==> config.mk <==
export PLATFORM = sky130hd
export DESIGN_NAME = mem_port_arbiter
export DESIGN_NICKNAME = d
export VERILOG_FILES = /design/src/rtl/lc3b_types.sv /design/src/rtl/mem_port_arbiter.sv
export SDC_FILE = /design/constraint.sdc
export NUM_CORES = 1
export LEC_CHECK = 0
export ABC_CLOCK_PERIOD_IN_PS = 2700
export CORE_MARGIN = 2
export CORE_UTILIZATION = 39
export CTS_BUF_LIST = sky130_fd_sc_hd__clkbuf_8
export CTS_CLUSTER_SIZE = 25
export DETAILED_ROUTE_END_ITERATION = 16
export PLACE_DENSITY = 0.92
export SLEW_MARGIN = 15
export SYNTH_ARGS = -nofsm -noshare
export SYNTH_HDL_FRONTEND = slang
export SYNTH_SLANG_ARGS = --single-unit
==> constraint.sdc <==
create_clock -name clk -period 2.7 [get_ports clk]
set_input_delay 0.54 -clock clk [delete_from_list [all_inputs] [get_ports clk]]
set_output_delay 0.54 -clock clk [all_outputs]
set_load 0.1 [all_outputs]
==> src/rtl/lc3b_types.sv <==
// Shared LC-3b types: word/mask widths, arbiter state and the latched memory request.
package lc3b_types;

  typedef logic [15:0] lc3b_word;
  typedef logic [1:0]  lc3b_mem_wmask;

  typedef enum logic [1:0] {
    IDLE,
    SERVE_A,
    SERVE_B
  } lc3b_arb_state;

  typedef enum logic {
    GRANT_A,
    GRANT_B
  } lc3b_arb_port;

  typedef struct packed {
    logic          read;
    logic          write;
    lc3b_word      address;
    lc3b_word      wdata;
    lc3b_mem_wmask wmask;
  } lc3b_mem_req;

  // A client asserting both read and write is captured as a write.
  function automatic lc3b_mem_req make_req(input logic rd, input logic wr,
                                           input lc3b_word addr, input lc3b_word data,
                                           input lc3b_mem_wmask mask);
    lc3b_mem_req r;
    r.read    = rd & ~wr;
    r.write   = wr;
    r.address = addr;
    r.wdata   = data;
    r.wmask   = mask;
    return r;
  endfunction

endpackage

==> src/rtl/mem_port_arbiter.sv <==
// Round-robin merge of fetch (A) and LSQ (B) onto one memory port; grant to pmem_* is 1 cycle,
// completion is memory latency + 1. Clients hold until resp; an abandoned transaction still runs to completion.
module mem_port_arbiter
  import lc3b_types::*;
(
  input  logic        clk,
  input  logic        rst,

  input  logic        mem_read_a,
  input  logic        mem_write_a,
  input  logic [15:0] mem_address_a,
  input  logic [15:0] mem_wdata_a,
  input  logic [1:0]  mem_byte_enable_a,
  output logic        mem_resp_a,
  output logic [15:0] mem_rdata_a,

  input  logic        mem_read_b,
  input  logic        mem_write_b,
  input  logic [15:0] mem_address_b,
  input  logic [15:0] mem_wdata_b,
  input  logic [1:0]  mem_byte_enable_b,
  output logic        mem_resp_b,
  output logic [15:0] mem_rdata_b,

  output logic        pmem_read,
  output logic        pmem_write,
  output logic [15:0] pmem_address,
  output logic [15:0] pmem_wdata,
  output logic [1:0]  pmem_byte_enable,
  input  logic        pmem_resp,
  input  logic [15:0] pmem_rdata
);

  lc3b_arb_state state;
  lc3b_arb_port  last_grant;
  lc3b_mem_req   req;

  logic want_a;
  logic want_b;
  logic pick_b;

  assign want_a = mem_read_a | mem_write_a;
  assign want_b = mem_read_b | mem_write_b;
  // On a tie the port that was not served last wins.
  assign pick_b = want_b & (~want_a | (last_grant == GRANT_A));

  always_ff @(posedge clk) begin
    if (rst) begin
      state      <= IDLE;
      last_grant <= GRANT_B;
      req        <= '0;
    end else begin
      case (state)
        IDLE: begin
          if (pick_b) begin
            req        <= make_req(mem_read_b, mem_write_b, mem_address_b,
                                   mem_wdata_b, mem_byte_enable_b);
            last_grant <= GRANT_B;
            state      <= SERVE_B;
          end else if (want_a) begin
            req        <= make_req(mem_read_a, mem_write_a, mem_address_a,
                                   mem_wdata_a, mem_byte_enable_a);
            last_grant <= GRANT_A;
            state      <= SERVE_A;
          end
        end
        SERVE_A, SERVE_B: begin
          // Dropping the strobes here gives the mandatory idle cycle after each completion.
          if (pmem_resp) begin
            req.read  <= 1'b0;
            req.write <= 1'b0;
            state     <= IDLE;
          end
        end
        default: state <= IDLE;
      endcase
    end
  end

  assign pmem_read        = req.read;
  assign pmem_write       = req.write;
  assign pmem_address     = req.address;
  assign pmem_wdata       = req.wdata;
  assign pmem_byte_enable = req.wmask;

  // A client that abandoned its request sees no resp.
  assign mem_resp_a  = (state == SERVE_A) & pmem_resp & want_a;
  assign mem_resp_b  = (state == SERVE_B) & pmem_resp & want_b;
  assign mem_rdata_a = pmem_rdata;
  assign mem_rdata_b = pmem_rdata;

endmodule

==> Yosys cells after proc, flatten, opt, wreduce, memory -nomap -nowiden <==
Index checks and enable logic that the tools add are counted.
{ "op_classes": {"n_eq_ne": 4, "n_bitwise": 14, "reduce_logical": 7, "mux": 9} }
{ "ops": {"columns": ["cell", "count"], "rows": [
  ["$mux W36", 2],
  ["$pmux W2 S2", 2],
  ["$and A1 B1 Y1", 7],
  ["$mux W2", 3],
  ["$not A1 Y1", 4],
  ["$reduce_and A2 Y1", 2],
  ["$reduce_bool A2 Y1", 2],
  ["$ne A3 B3 Y1 const B", 1],
  ["$or A1 B1 Y1", 3],
  ["$reduce_and A3 Y1", 1],
  ["$eq A2 B1 Y1 const B", 1],
  ["$eq A2 B2 Y1 const B", 1],
  ["$logic_not A2 Y1", 1],
  ["$mux W1", 2],
  ["$ne A2 B2 Y1 const B", 1],
  ["$reduce_or A2 Y1", 1]
]} }
{ "word_totals": {"reg_bits": 39, "inputBits": 91, "elab_cells": 41} }

==> Logic depth before layout (Yosys ltp) <==
Gate-level depths: netlist (run 1).
{ "depth": {"word_depth": 6, "ltp_mapped": 7, "depth_no_buf": 5} }

==> Worst setup path before layout (run 1) <==
OpenSTA, ideal clock, no wires.
{ "synth_timing": {"path_kind": "input port to output port", "from": "input mem_write_b", "to": "output mem_resp_b", "n_path_buf": 3, "arrival_ns": 1.950, "path_slack_ns": 0.210, "required_time_ns": 2.160, "cell_stages": 5, "cell_sequence": "buf_6 -> or2_2 -> buf_4 -> clkbuf_1 -> and3_1"} }
{ "synth_via": {"elab_chain_len": 2} }
{ "synth_lines": {"columns": ["element", "line_no", "rtl"], "rows": [
  ["start: declaration", "mem_port_arbiter.sv:18", "input logic mem_write_b,"],
  ["$or A1 B1 Y1", "mem_port_arbiter.sv:43", "assign want_b = mem_read_b | mem_write_b;"],
  ["$and A1 B1 Y1", "mem_port_arbiter.sv:88", "assign mem_resp_b = (state == SERVE_B) & pmem_resp & want_b;"],
  ["end: declaration", "mem_port_arbiter.sv:22", "output logic mem_resp_b,"]
]} }
No other way between the ends.

==> Final worst setup path (run 1) <==
{ "layout_timing": {"from": "input mem_read_b", "to": "output mem_resp_b"} }
{ "layout_via": {"elab_chain_len": 2} }
{ "layout_lines": {"columns": ["element", "line_no", "rtl"], "rows": [
  ["start: declaration", "mem_port_arbiter.sv:17", "input logic mem_read_b,"],
  ["$or A1 B1 Y1", "mem_port_arbiter.sv:43", null],
  ["$and A1 B1 Y1", "mem_port_arbiter.sv:88", null]
]} }
No other way between the ends.

==> results of run 1 <==
-- Yosys cell counts, drive strengths merged, types with 2 or more instances --
master  number  area, sq um
or2          2         12.5
nand2b       2         12.5
nor2        36          135
o21ai       36          184
dfxtp       39          781
ha           3         37.5
a211oi       2         15.0
nand3       35          175
inv          4         15.0
a21oi        3         15.0
a311oi      34          360
buf         45          327
clkbuf      15         56.3
o32ai        4         35.0
-- critical path, cell delays in order --
cell and delay [ns]:
clkdlybuf4s50_1 0.54, or2_2 0.36, and3_1 0.22, buf_12 0.17
-- metrics by stage --
| stage | utilization, % | setup WS, ns |
|---|---|---|
| finish | 57.9 | 0.335 |
| floorplan | - | 0.210 |
| global placement | 55.7 | 0.357 |
| detailed placement | 55.7 | 0.346 |
| global route | 57.9 | 0.287 |
| CTS | 57.9 | 0.341 |
-- worst paths after layout --
path / from / to / slack, ns / depth (start not counted)
worst max-delay path: mem_read_b / mem_resp_b / 0.33 / 4
worst min-delay path: pmem_read / pmem_read / 0.49 / 2
worst max register to register: state[1] / pmem_address[2] / 0.95 / 6
worst min register to register: pmem_read / pmem_read / 0.49 / 2
-- sequential cells by signal (all words and copies together), names as in the netlist --
name	cells
pmem_wdata	16
pmem_write	1
pmem_address	16
last_grant	1
state	2
pmem_read	1
pmem_byte_enable	2
-- area by class of cell --
class	count	area share (%)
sequential	39	24.4
multi-input combinational	169	33.6
tap	72	2.81
clock buffer	6	2.58
timing repair buffer	121	35.1
clock inverter	2	1.09
inverter	4	0.468
-- cell families (layout without fill, tap and decap cells) --
kind of cell             after synthesis  after routing  share of synthesized area, %
AO/OA/AOI/OAI                         84             84                          29.1
AND/OR/NAND/NOR                       82             82                          16.9
buffers and inverters                 64            133                          17.7
flip-flops                            39             39                          34.7
adder cells (fa/ha/maj)                3              3                          1.67
-- metal layers --
metal	wire [um]	vias up	global-route usage, %	part of all wire (%)
met2	3510	93	35.5	52
met1	2560	1092	24.2	38
met5	0	-	0	0
li1	-	1100	-	-
met4	134	0	7.97	2.0
met3	510	23	3.62	7.6
-- power groups by stage --
stage	registers (uW)	clock network, uW	logic (uW)
2_1_floorplan	1940	0	821
3_3_place_gp	840	0	2150
3_5_place_dp	850	0	2190
4_1_cts	837	518	2190
5_1_grt	858	544	2280
6_report	839	504	2180
==> results by group, run 1 <==
GRT
  – Vias in the first global route: 2121
  – GR Overflow Total: 0
  – Largest net degree at the start of global routing: 43
  – Total global-route track usage: 20.2%
  – Initial antenna violation count: 0
  – First-pass GRT wire length: 10400 um

STA
  – Final setup fails: 0
  – Worst slew margin: 42.4%
  – Final period demand of the worst path: 2.37 ns
  – WHS: 0.485 ns
  – Fin crit share: 87.6%
  – Slew Limit Fails: 0
  – TNS Setup: 0 ns
  – Setup Skew: 0.00781 ns
  – Worst slew pin tran: 0.864 ns
  – RSZ-0062 raised after global routing: false
  – Fmax: 423 MHz
  – Hold Fails Final Rpt: 0

Floorplanning
  – Die extent in x: 80.0 um
  – Core ar.: 5540 sq um
  – Io pins: 161
  – FP Rows: 27
  – Die Y: 80.0 um
  – Die area: 6400 sq um
  – Initial Utilization: 40.6%

Power
  – Pint: 1590 uW
  – Seq pwr share: 23.8%
  – Pwr dens: 1100 nW/um^2
  – Peak supply drop: 0.476 mV
  – Net switching power: 1940 uW
  – Total Power: 3520 uW
  – Pleak: 0.00125 uW
  – Clock power frac: 14.3%
  – Sw Ratio: 54.9%
  – Combinational Power Share: 61.9%

Logic synthesis
  – Avg Cell Area, Syn: 8.28 sq um
  – Yosys warnings: 0
  – Seq/Total Area, Yosys: 34.7%
  – Syn nets: 366
  – FF+latch count, synth: 39
  – Netlist cell types: 30
  – Top_reg_cell synth: dfxtp_1
  – Post-Synthesis Cells: 272
  – Post-Syn Area: 2250 sq um
  – Post-synth EDFFs: 0
  – Async set or reset register ratio after synthesis: 0%

Final layout
  – Most frequent cells in the layout: clkdlybuf4s50_1 (73), buf_4 (44), dfxtp_1 (39)
  – Share of layout cells above drive strength 1: 20.8%
  – Fin area: 3210 sq um
  – Final std cells w/o fill: 413
  – Area Growth Syn to Fin: 42.4%
  – Layout filler cell count: 525
  – Final nets: 434
  – Most common cell after layout, fill and taps aside: clkdlybuf4s50_1
  – Sequential Area: 781 sq um
  – Area of the multi-input gates: 1080 sq um
  – Ant diodes: 0

Setup path
  – Crit end category: output port
  – Worst Setup Path Type: in -> out
  – Worst EP arrival: 1.83 ns
  – CP startpoint kind: primary input
  – CP required: 2.16 ns
  – Crit path max fanout: 7

Job
  – Max Cap Viol: 0

Placed design
  – Port Buffers: 112
  – DP Area: 3090 sq um
  – Placed cells: 405
  – Placer Congestion: 0.756
  – Detailed placement HPWL: 4790 um

Clock tree
  – CTS tree: yes
  – Post-CTS Setup Inserts: 0
  – Total CTS buffers: 5
  – CTS clk-pin slew, worst paths: 0.08 ns
  – Htree depth: 2
  – CTS root buffer: clkbuf_8
  – Post-cts resize count: 0
  – Latest clock arrival within the worst-skew pair: 0.28 ns
  – CTS Sinks: 39
  – Clk buf depth: 2
  – Cts hold-fix bufs: 0

Drt
  – DRC errors left: 0
  – Drt wl/cell: 16.2 um
  – Vias post-DR: 2308
  – Antenna viol nets, final: 0
  – Vias per std cell: 5.59
  – Drt pass-1 iters: 4
  – Detailed Route WL: 6710 um
  – DR iter-0 viols: 90

Hold path
  – Hold Path Class: reg -> reg

Status
  – Status: complete, no violations
Note: power is estimated with default switching activity, not from simulation.
==> run 2: changes to the inputs <==
SLEW_MARGIN = not set   (was 15)
==> results of run 2 <==
Same layout as run 1: the final DEF is identical, and so are final timing and power.
==> run 3: changes to the inputs <==
GPL_TIMING_DRIVEN = 0   (was not set)
==> results by group, run 3 (same netlist as run 1, synthesis figures left out) <==
Floorplanning
  – Io pins: 161
  – Die Y: 80.0 um
  – Initial Utilization: 40.6%
  – FP Rows: 27
  – Core ar.: 5540 sq um
  – Die area: 6400 sq um
  – Die extent in x: 80.0 um

Clock tree
  – CTS clk-pin slew, worst paths: 0.08 ns
  – Clk buf depth: 2
  – Htree depth: 2
  – CTS tree: yes
  – CTS Sinks: 39
  – CTS root buffer: clkbuf_8
  – Cts hold-fix bufs: 0
  – Total CTS buffers: 5
  – Latest clock arrival within the worst-skew pair: 0.29 ns

STA
  – Final setup fails: 0
  – Slew Limit Fails: 0
  – Fmax: 381 MHz
  – Final period demand of the worst path: 2.62 ns
  – Hold Fails Final Rpt: 0
  – Worst slew margin: 32.2%
  – Fin crit share: 97.2%
  – TNS Setup: 0 ns
  – Setup Skew: 0.00805 ns
  – Worst slew pin tran: 1.01 ns
  – RSZ-0062 raised after global routing: false

Final layout
  – Final nets: 513
  – Post-layout util: 69.1%
  – Ant diodes: 0
  – Most frequent cells in the layout: clkdlybuf4s50_1 (139), dfxtp_1 (39), nor2_1 (36)
  – Area Growth Syn to Fin: 70.0%
  – Fin area: 3830 sq um
  – Share of layout cells above drive strength 1: 15.5%
  – Most common cell after layout, fill and taps aside: clkdlybuf4s50_1

Drt
  – DR iter-0 viols: 135
  – DRC errors left: 0
  – Antenna viol nets, final: 0
  – Drt wl/cell: 15.5 um
  – Drt pass-1 iters: 5
  – Vias per std cell: 5.46
  – Vias post-DR: 2684
  – Detailed Route WL: 7640 um

Placed design
  – Placer Congestion: 0.775
  – Detailed placement HPWL: 5830 um
  – Port Buffers: 141
  – DP Area: 3750 sq um

Setup path
  – FF-to-FF End: pmem_address[12]
  – CP Launch Point: mem_read_b
  – Worst R2R Path Depth: 7
  – Reg-to-reg critical path startpoint: state[1]
  – CP startpoint kind: primary input
  – Worst EP arrival: 2.08 ns
  – CP endpoint: mem_resp_b
  – Crit path max fanout: 18
  – Worst Setup Path Type: in -> out
  – Crit end category: output port
  – CP required: 2.16 ns
  – Setup slack, reg-to-reg: 0.84 ns

Power
  – Total Power: 3750 uW
  – Pwr dens: 980 nW/um^2
  – Peak supply drop: 0.483 mV
  – Pleak: 0.00147 uW

GRT
  – First-pass GRT wire length: 11800 um
  – Total global-route track usage: 22.8%
  – Initial antenna violation count: 0
  – Met1 global-route usage: 27.0%
  – GR Overflow Total: 0
  – M2 GR Usage: 38.8%
  – Vias in the first global route: 2597
  – Met3 usage: 5.20%
  – Largest net degree at the start of global routing: 19
  – Gr busiest metal: met2

Job
  – Max Cap Viol: 0

Status
  – Status: complete, no violations

Hold path
  – Hold Path Class: reg -> reg
-- run 3: cell count changes in the layout (fill, tap and decap cells not counted), moves of 2 or more --
cell             previous run  this run
buf_4                      44        33
clkdlybuf4s50_1            73       139
buf_12                      3         0
clkbuf_1                    0        14
inv_1                       4         6
buf_2                       1         9
buf_6                       0         3
-- run 3: timing repair --
item | CTS | global route
endpoints found under the setup margin | 2 | 1
setup buffers | 0 | 0
resized for setup | 6 | 1
-- run 3: area by class of cell --
cell class                 instances  area [sq um]
fill                             429          1710
buffer                            59           379
sequential                        39           781
timing repair buffer             141          1410
tap                               72          90.1
inverter                           4          15.0
clock inverter                     3          12.5
multi-input combinational        169          1070
clock buffer                       5          68.8
-- run 3: worst max-delay path, cell delays in order --
cell and delay (ns):
clkdlybuf4s50_1 0.52, or2_2 0.33, buf_4 0.21, and3_1 0.20, clkbuf_4 0.28
-- run 3: power breakdown --
group	switching, uW	leakage (uW)	internal, uW
registers	90.0	0.000324	743
clock network	199	0.0000505	174
logic	1870	0.00109	674
total	2160	0.00147	1590
-- run 3: routing by layer --
layer,part of all wire (%),wire [um],vias to the layer above
met5,0,0,-
li1,-,-,1260
met2,51,3900,151
met1,38,2900,1252
met4,2.4,184,0
met3,8.5,651,21
-- run 3: worst min-delay path by stage --
stage                     from    endpoint  slack [ns]  cells past startpoint
finish               pmem_read   pmem_read        0.49                      2
global route         pmem_read   pmem_read        0.52                      2
CTS                  pmem_read   pmem_read        0.50                      2
detailed placement  pmem_write  pmem_write        0.49                      2
global placement     pmem_read   pmem_read        0.47                      2
floorplan             state[1]    state[1]        0.50                      2
-- run 3: stage by stage --
step	worst slack, ns	hold WS, ns	std cells
after floorplan	0.210	0.505	272
after global placement	-1.05	0.470	485
after detailed placement	-1.08	0.486	485
after global routing	0.0152	0.520	492
final	0.0765	0.490	492
after CTS	0.0348	0.499	492
